**config.mk**
```make
export PLATFORM = sky130hd
export DESIGN_NAME = wb_stage_flat
export DESIGN_NICKNAME = d
export VERILOG_FILES = /design/src/rtl/mips_pkg.sv /design/src/rtl/wb_stage_if.sv /design/src/rtl/wb_stage_load_ext.sv /design/src/rtl/wb_stage.sv /design/src/flat_wrapper.sv
export SDC_FILE = /design/constraint.sdc
export NUM_CORES = 1
export LEC_CHECK = 0
export BUFFER_PORTS_ARGS = -buffer_cell sky130_fd_sc_hd__buf_2
export CORE_ASPECT_RATIO = 0.7
export CORE_UTILIZATION = 54
export CTS_CLUSTER_SIZE = 25
export DETAILED_ROUTE_END_ITERATION = 8
export GPL_TIMING_DRIVEN = 0
export PLACE_DENSITY = 0.95
export SLEW_MARGIN = 20
export SYNTH_ARGS = -nofsm -noshare
export SYNTH_HDL_FRONTEND = slang
export SYNTH_SLANG_ARGS = --single-unit
```
**constraint.sdc**
```tcl
create_clock -name clk -period 4.13 [get_ports clk]
set_input_delay 0.413 -clock clk [delete_from_list [all_inputs] [get_ports clk]]
set_output_delay 0.413 -clock clk [all_outputs]
set_load 0.05 [all_outputs]
```
**src/rtl/mips_pkg.sv**
```systemverilog
`default_nettype none
// ============================================================================
//  Module      : mips_pkg
//  Description : Shared MIPS pipeline constants (load types, write-back
//                source selects) and the W-stage pipeline register layout.
//  Revision    : 1.0 - initial release
// ============================================================================
package mips_pkg;

    // Load type encodings; 5..7 are unused and behave as LW
    localparam logic [2:0] LOAD_LW  = 3'd0;
    localparam logic [2:0] LOAD_LB  = 3'd1;
    localparam logic [2:0] LOAD_LBU = 3'd2;
    localparam logic [2:0] LOAD_LH  = 3'd3;
    localparam logic [2:0] LOAD_LHU = 3'd4;

    // Write-back source selects
    localparam logic [1:0] WB_ALU  = 2'd0;
    localparam logic [1:0] WB_MEM  = 2'd1;
    localparam logic [1:0] WB_LINK = 2'd2;
    localparam logic [1:0] WB_HILO = 2'd3;

    // Return-address offset for jal/jalr (skips the delay slot)
    localparam logic [31:0] LINK_OFFSET = 32'd8;

    // M/W pipeline register contents
    typedef struct packed {
        logic        valid;
        logic [31:0] pc;
        logic        reg_we;
        logic [4:0]  a3;
        logic [1:0]  wb_sel;
        logic [2:0]  load_type;
        logic [1:0]  addr_lo;
        logic [31:0] alu_res;
        logic [31:0] mem_rdata;
        logic [31:0] hilo;
    } w_reg_t;

endpackage
`default_nettype wire

```
**src/rtl/wb_stage_if.sv**
```systemverilog
`default_nettype none
// ============================================================================
//  Module      : wb_stage_if
//  Description : M-stage results into write-back, and the register-file
//                write port plus W forwarding bus out of it.
//  Revision    : 1.0 - initial release
// ============================================================================
interface wb_stage_if;

    // M-stage results
    logic        m_valid;
    logic [31:0] m_pc;
    logic        m_reg_we;
    logic [4:0]  m_a3;
    logic [1:0]  m_wb_sel;
    logic [2:0]  m_load_type;
    logic [1:0]  m_addr_lo;
    logic [31:0] m_alu_res;
    logic [31:0] m_mem_rdata;
    logic [31:0] m_hilo;

    // Register file write port
    logic        grf_we;
    logic [4:0]  grf_a3;
    logic [31:0] grf_wd;
    logic [31:0] grf_pc;

    // W-stage forwarding
    logic        fwd_w_valid;
    logic [4:0]  fwd_w_a3;
    logic [31:0] fwd_w_data;

    // Write-back stage: consumes M results, initiates register-file writes
    modport master (
        input  m_valid, m_pc, m_reg_we, m_a3, m_wb_sel, m_load_type,
               m_addr_lo, m_alu_res, m_mem_rdata, m_hilo,
        output grf_we, grf_a3, grf_wd, grf_pc,
               fwd_w_valid, fwd_w_a3, fwd_w_data
    );

    // Surrounding pipeline / register file side
    modport slave (
        output m_valid, m_pc, m_reg_we, m_a3, m_wb_sel, m_load_type,
               m_addr_lo, m_alu_res, m_mem_rdata, m_hilo,
        input  grf_we, grf_a3, grf_wd, grf_pc,
               fwd_w_valid, fwd_w_a3, fwd_w_data
    );

endinterface
`default_nettype wire

```
**src/rtl/wb_stage_load_ext.sv**
```systemverilog
`default_nettype none
// ============================================================================
//  Module      : load_ext
//  Description : Sub-word load extraction and sign/zero extension of the raw
//                aligned memory word (little-endian byte order).
//  Revision    : 1.0 - initial release
// ============================================================================
module load_ext
    import mips_pkg::*;
(
    input  wire logic [31:0] rdata,
    input  wire logic [1:0]  addr_lo,
    input  wire logic [2:0]  load_type,
    output logic      [31:0] ext_data
);

    logic [7:0]  w_byte;
    logic [15:0] w_half;

    // Pick the addressed byte/half, then extend according to load type
    always_comb begin
        case (addr_lo)
            2'd1:    w_byte = rdata[15:8];
            2'd2:    w_byte = rdata[23:16];
            2'd3:    w_byte = rdata[31:24];
            default: w_byte = rdata[7:0];
        endcase

        // addr_lo[0] is ignored for halves; misalignment is trapped upstream
        w_half = addr_lo[1] ? rdata[31:16] : rdata[15:0];

        case (load_type)
            LOAD_LB:  ext_data = {{24{w_byte[7]}}, w_byte};
            LOAD_LBU: ext_data = {24'd0, w_byte};
            LOAD_LH:  ext_data = {{16{w_half[15]}}, w_half};
            LOAD_LHU: ext_data = {16'd0, w_half};
            default:  ext_data = rdata;
        endcase
    end

endmodule
`default_nettype wire

```
**src/rtl/wb_stage.sv**
```systemverilog
`default_nettype none
// ============================================================================
//  Module      : wb_stage
//  Description : MIPS write-back stage. Holds the M/W pipeline register,
//                selects write-back data, drives the register-file write
//                port and W forwarding bus, and keeps retire/cycle counters.
//  Revision    : 1.0 - initial release
// ============================================================================
module wb_stage
    import mips_pkg::*;
(
    input  wire logic        clk,
    input  wire logic        reset,
    input  wire logic        flush_w,
    wb_stage_if.master       bus,
    output logic      [31:0] retire_cnt,
    output logic      [31:0] cycle_cnt
);

    w_reg_t      r_w;
    logic [31:0] r_retire_cnt;
    logic [31:0] r_cycle_cnt;
    logic [31:0] w_load_data;
    logic [31:0] w_wd;

    // M/W pipeline register; a flush loads an all-zero bubble
    always_ff @(posedge clk) begin
        if (reset || flush_w) begin
            r_w <= '0;
        end else begin
            r_w.valid     <= bus.m_valid;
            r_w.pc        <= bus.m_pc;
            r_w.reg_we    <= bus.m_reg_we;
            r_w.a3        <= bus.m_a3;
            r_w.wb_sel    <= bus.m_wb_sel;
            r_w.load_type <= bus.m_load_type;
            r_w.addr_lo   <= bus.m_addr_lo;
            r_w.alu_res   <= bus.m_alu_res;
            r_w.mem_rdata <= bus.m_mem_rdata;
            r_w.hilo      <= bus.m_hilo;
        end
    end

    // Performance counters; retire counts the instruction in W this cycle
    always_ff @(posedge clk) begin
        if (reset) begin
            r_retire_cnt <= 32'd0;
            r_cycle_cnt  <= 32'd0;
        end else begin
            r_retire_cnt <= r_retire_cnt + {31'd0, r_w.valid};
            r_cycle_cnt  <= r_cycle_cnt + 32'd1;
        end
    end

    load_ext u_load_ext (
        .rdata     (r_w.mem_rdata),
        .addr_lo   (r_w.addr_lo),
        .load_type (r_w.load_type),
        .ext_data  (w_load_data)
    );

    // Write-back source select
    always_comb begin
        case (r_w.wb_sel)
            WB_MEM:  w_wd = w_load_data;
            WB_LINK: w_wd = r_w.pc + LINK_OFFSET;
            WB_HILO: w_wd = r_w.hilo;
            default: w_wd = r_w.alu_res;
        endcase
    end

    // $0 writes still reach the file (for its log) but are never forwarded
    assign bus.grf_we      = r_w.valid & r_w.reg_we;
    assign bus.grf_a3      = r_w.a3;
    assign bus.grf_wd      = w_wd;
    assign bus.grf_pc      = r_w.pc;
    assign bus.fwd_w_valid = r_w.valid & r_w.reg_we & (r_w.a3 != 5'd0);
    assign bus.fwd_w_a3    = r_w.a3;
    assign bus.fwd_w_data  = w_wd;

    assign retire_cnt = r_retire_cnt;
    assign cycle_cnt  = r_cycle_cnt;

endmodule
`default_nettype wire
```
**src/flat_wrapper.sv**
```systemverilog
// flat-port wrapper written by rule: the top's interface ports become plain ports
module wb_stage_flat import mips_pkg::*;
  (clk, reset, flush_w, retire_cnt, cycle_cnt, bus_m_valid, bus_m_pc, bus_m_reg_we, bus_m_a3, bus_m_wb_sel, bus_m_load_type, bus_m_addr_lo, bus_m_alu_res, bus_m_mem_rdata, bus_m_hilo, bus_grf_we, bus_grf_a3, bus_grf_wd, bus_grf_pc, bus_fwd_w_valid, bus_fwd_w_a3, bus_fwd_w_data);
  wb_stage_if bus_i ();
  input  wire logic clk;
  input  wire logic reset;
  input  wire logic flush_w;
  output logic      [31:0] retire_cnt;
  output logic      [31:0] cycle_cnt;
  input wire logic [$bits(bus_i.m_valid)-1:0] bus_m_valid;
  input wire logic [$bits(bus_i.m_pc)-1:0] bus_m_pc;
  input wire logic [$bits(bus_i.m_reg_we)-1:0] bus_m_reg_we;
  input wire logic [$bits(bus_i.m_a3)-1:0] bus_m_a3;
  input wire logic [$bits(bus_i.m_wb_sel)-1:0] bus_m_wb_sel;
  input wire logic [$bits(bus_i.m_load_type)-1:0] bus_m_load_type;
  input wire logic [$bits(bus_i.m_addr_lo)-1:0] bus_m_addr_lo;
  input wire logic [$bits(bus_i.m_alu_res)-1:0] bus_m_alu_res;
  input wire logic [$bits(bus_i.m_mem_rdata)-1:0] bus_m_mem_rdata;
  input wire logic [$bits(bus_i.m_hilo)-1:0] bus_m_hilo;
  output wire logic [$bits(bus_i.grf_we)-1:0] bus_grf_we;
  output wire logic [$bits(bus_i.grf_a3)-1:0] bus_grf_a3;
  output wire logic [$bits(bus_i.grf_wd)-1:0] bus_grf_wd;
  output wire logic [$bits(bus_i.grf_pc)-1:0] bus_grf_pc;
  output wire logic [$bits(bus_i.fwd_w_valid)-1:0] bus_fwd_w_valid;
  output wire logic [$bits(bus_i.fwd_w_a3)-1:0] bus_fwd_w_a3;
  output wire logic [$bits(bus_i.fwd_w_data)-1:0] bus_fwd_w_data;
  assign bus_i.m_valid = bus_m_valid;
  assign bus_i.m_pc = bus_m_pc;
  assign bus_i.m_reg_we = bus_m_reg_we;
  assign bus_i.m_a3 = bus_m_a3;
  assign bus_i.m_wb_sel = bus_m_wb_sel;
  assign bus_i.m_load_type = bus_m_load_type;
  assign bus_i.m_addr_lo = bus_m_addr_lo;
  assign bus_i.m_alu_res = bus_m_alu_res;
  assign bus_i.m_mem_rdata = bus_m_mem_rdata;
  assign bus_i.m_hilo = bus_m_hilo;
  assign bus_grf_we = bus_i.grf_we;
  assign bus_grf_a3 = bus_i.grf_a3;
  assign bus_grf_wd = bus_i.grf_wd;
  assign bus_grf_pc = bus_i.grf_pc;
  assign bus_fwd_w_valid = bus_i.fwd_w_valid;
  assign bus_fwd_w_a3 = bus_i.fwd_w_a3;
  assign bus_fwd_w_data = bus_i.fwd_w_data;
  wb_stage u_core (.clk(clk), .reset(reset), .flush_w(flush_w), .bus(bus_i), .retire_cnt(retire_cnt), .cycle_cnt(cycle_cnt));
endmodule
```
==> summary.md <==
| Metric | Value |
|---|---|
| Flops & latches, synth | `206` |
| Initial Utilization | `55.72%` |
| Final instance area | `0.01168 sq mm` |
| Fmax achieved | `266.1 MHz` |
| Largest net degree at the start of global routing | `15` |
| Worst reg2reg path depth | `8` |
| RSZ-0062 raised after global routing | `no` |
| Critical-path cell with the highest stage delay | `a311oi_2` |
| Final GP Congestion | `0.9485` |
| Main flop type after synthesis | `dfxtp_1` |
| Placeable Area | `0.01644 sq mm` |
| Max-Slew Margin vs Limit | `34.91%` |
| Setup ws final | `0.3721 ns` |
| CTS-repair resized insts | `0` |
| Clk pin slew, worst setup/hold paths | `0.06 ns` |
| Cts bufs inserted | `20` |
| Ys Warns | `0` |
| Area growth from synthesis to layout | `27.50%` |
| Crit path time final | `3.758 ns` |
| Via density | `5.421` |
| Register area share after synthesis | `45.01%` |
| Hold-critical path depth | `2` |
| Synth unique cells | `61` |
| Setup violators final | `0` |
| Syn_nets | `1,145` |
| Setup tns final | `0 ns` |
| Root buffer cell | `clkbuf_16` |
| Die Wd | `157.7 um` |
| Ys async rst share | `0%` |
| TritonCTS Sinks | `206` |
| Initial antenna violation count | `4` |
| Worst vdd ir | `0.2971 mV` |
| Placed Cells | `1,537` |
| Ports | `317` |
| Crit end category | `primary output` |
| Hold_sp | `bus_m_alu_res[1]` |
| Largest stage delay, worst path | `0.52 ns` |
| Max Cap Violations | `0` |
| Vias in the first global route | `8,067` |
| Slew @ Worst Pin | `0.9727 ns` |
| Final net count | `1,483` |
| Chip height | `111.0 um` |
| Cell Rows | `39` |
| CTS Buffer Depth | `3` |
| Avg Cell Area, Syn | `9.199 sq um` |
| Fin crit share | `90.99%` |
| PD cells | `389.7 mW/mm^2` |
| Power, Total | `4553 uW` |
| Worst skew pair latency | `0.49 ns` |
| First DRT Iteration DRCs | `662` |
| HP Class | `in2reg` |
| Setup Skew | `0.007400 ns` |
| CTS tree | `built` |
| Pins Over Slew Limit | `0` |
| Worst R2R Start | `u_core.r_w[141]` |
| R2r endpoint | `u_core.retire_cnt[28]` |
| Hold Fails Final Rpt | `0` |
| Total track usage | `31.29%` |
| DP Wirelength | `21,850 um` |
| Average wire per standard cell | `18.06 um` |
| WHS Endpoint | `u_core.r_w[65]` |
| TritonRoute pass-1 iters | `6` |
| Worst Path Max Fanout | `10` |
| Post-synth EDFFs | `0` |
| Syn Std Cell Area | `0.009163 sq mm` |
| R2r setup slk | `1.90 ns` |
| Pre-CTS setup slack | `1.001 ns` |
| Leak | `0.005306 uW` |
| Layout cells sized above 1 | `34.40%` |
| # H-tree levels | `1` |
| Finished Layout Cells | `1,573` |
| Run status | `finished, final reports clean` |
| DIE AREA | `0.01750 sq mm` |
| Global-route wire length before repair | `42,320 um` |
| Overflow after GRT | `0` |
| I/O Buffers | `316` |
| Crit-path cells | `nor2b_1, buf_2, o21ai_0, a311oi_2, clkbuf_1, o21ai_0, o211ai_1, buf_4, buf_2` |
| DRT Wirelength | `28,420 um` |
| Routed vias | `8,528` |
| Dpl cell area | `0.01103 sq mm` |
| Worst Path Arrival | `3.34 ns` |
| Synth Instances | `996` |
| Critical path data required time | `3.72 ns` |
| CP Class | `reg2out` |
| Hold buffer count at cts | `0` |
| Post-CTS Setup Inserts | `0` |
| DRC | `0` |
| Critical Path Source Type | `flip-flop` |
| Post-route ant nets | `0` |
[worst max path at each step]
| stage | startpoint | end |
|---|---|---|
| after floorplan | u_core.bus.grf_pc[14] | bus_grf_wd[30] |
| after CTS | u_core.r_w[101] | bus_grf_wd[23] |
| after global routing | u_core.r_w[101] | bus_grf_wd[23] |
| final | u_core.r_w[101] | bus_grf_wd[23] |
| after detailed placement | u_core.r_w[101] | bus_grf_wd[23] |
| after global placement | u_core.r_w[101] | bus_grf_wd[23] |
[area by class of cell]
class | instances | area (sq um)
fill | 1273 | 4762
sequential | 206 | 4124
clock inverter | 6 | 30.03
timing repair buffer | 316 | 1582
inverter | 19 | 71.32
antenna | 2 | 5.005
multi-input combinational | 646 | 4189
buffer | 125 | 778.2
clock buffer | 28 | 621.8
tap | 225 | 281.5
[synthesized netlist by cell type, types with 10 or more instances]
| cell type | n | share of area (%) |
|---|---|---|
| o211ai_1 | 12 | 0.98 |
| nor4_1 | 10 | 0.68 |
| nor2_1 | 72 | 2.9 |
| xnor2_1 | 46 | 4.4 |
| and2_1 | 148 | 10 |
| and3_1 | 11 | 0.75 |
| nor3_1 | 19 | 1.0 |
| dfxtp_1 | 206 | 45 |
| xor2_1 | 34 | 3.3 |
| buf_4 | 74 | 6.1 |
| inv_1 | 18 | 0.74 |
| clkbuf_1 | 40 | 1.6 |
| nand2_1 | 46 | 1.9 |
| o21ai_0 | 36 | 2.0 |
| a21oi_1 | 11 | 0.60 |
| a22oi_1 | 10 | 0.82 |
| nand4_1 | 24 | 1.6 |
| and4_1 | 12 | 1.1 |
| nand3_1 | 35 | 1.9 |
[power breakdown]
part	internal, uW	leakage [uW]	total [uW]	switching, uW
registers	2050	0.00168	2090	43.9
clock network	1050	0.000333	1800	758
logic	224	0.00329	660	436
total	3320	0.00531	4550	1240
[worst max-delay path: cells and delay by family, from the launching register on]
kind,cells,cell delay [ns]
DFF,1,0.48
AOI/OAI and AO/OA,4,1.14
and+or+nand+nor,1,0.16
buffers and inverters,4,1.07
[sequential cells by signal (all words and copies together) (netlist names)]
| signal | count |
|---|---|
| u_core.cycle_cnt | 32 |
| u_core.retire_cnt | 32 |
| u_core.bus.fwd_w_a3 | 5 |
| u_core.r_w | 105 |
| u_core.bus.grf_pc | 32 |
[logic make-up after synthesis]
group / after synthesis / share of synthesized area, %
multiplexers: 16 / 1.966
AO/OA/AOI/OAI: 125 / 9.791
AND/OR/NAND/NOR: 420 / 25.66
flip-flops: 206 / 45.01
XOR/XNOR: 80 / 7.647
adder cells (fa/ha/maj): 5 / 0.6555
buffers and inverters: 144 / 9.272
[stage by stage]
step	util, %	hold WS (ns)
CTS	71.01	0.1084
global placement	67.05	0.4461
floorplan	-	0.5347
finish	71.04	0.1206
detailed placement	67.05	0.4871
global route	71.04	0.1145
[layer usage]
metal | global-route usage [%] | vias to the layer above | routed length (um)
li1 | - | 4009 | -
met1 | 42.87 | 4009 | 12470
met2 | 48.81 | 441 | 12560
met3 | 6.802 | 65 | 2577
met4 | 9.838 | 4 | 785
met5 | 0 | - | 24
[cells in the final DEF, fill, tap and decap left out, types with 9 or more instances in the layout]
master | synthesis | final
nor4_1 | 10 | 10
and2_1 | 148 | 148
o21ai_0 | 36 | 36
clkbuf_16 | 0 | 21
a22oi_1 | 10 | 10
xnor2_1 | 46 | 46
nor2_1 | 72 | 72
mux2i_1 | 9 | 9
clkbuf_1 | 40 | 40
nand4_1 | 24 | 24
and3_1 | 11 | 11
a21oi_1 | 11 | 11
nor3_1 | 19 | 19
o211ai_1 | 12 | 12
inv_1 | 18 | 18
and4_1 | 12 | 12
nand2_1 | 46 | 46
buf_2 | 5 | 321
xor2_1 | 34 | 34
dfxtp_1 | 206 | 206
nand3_1 | 35 | 35
buf_4 | 74 | 74
nor2b_1 | 9 | 9
Power figures use the tool's default switching activity.
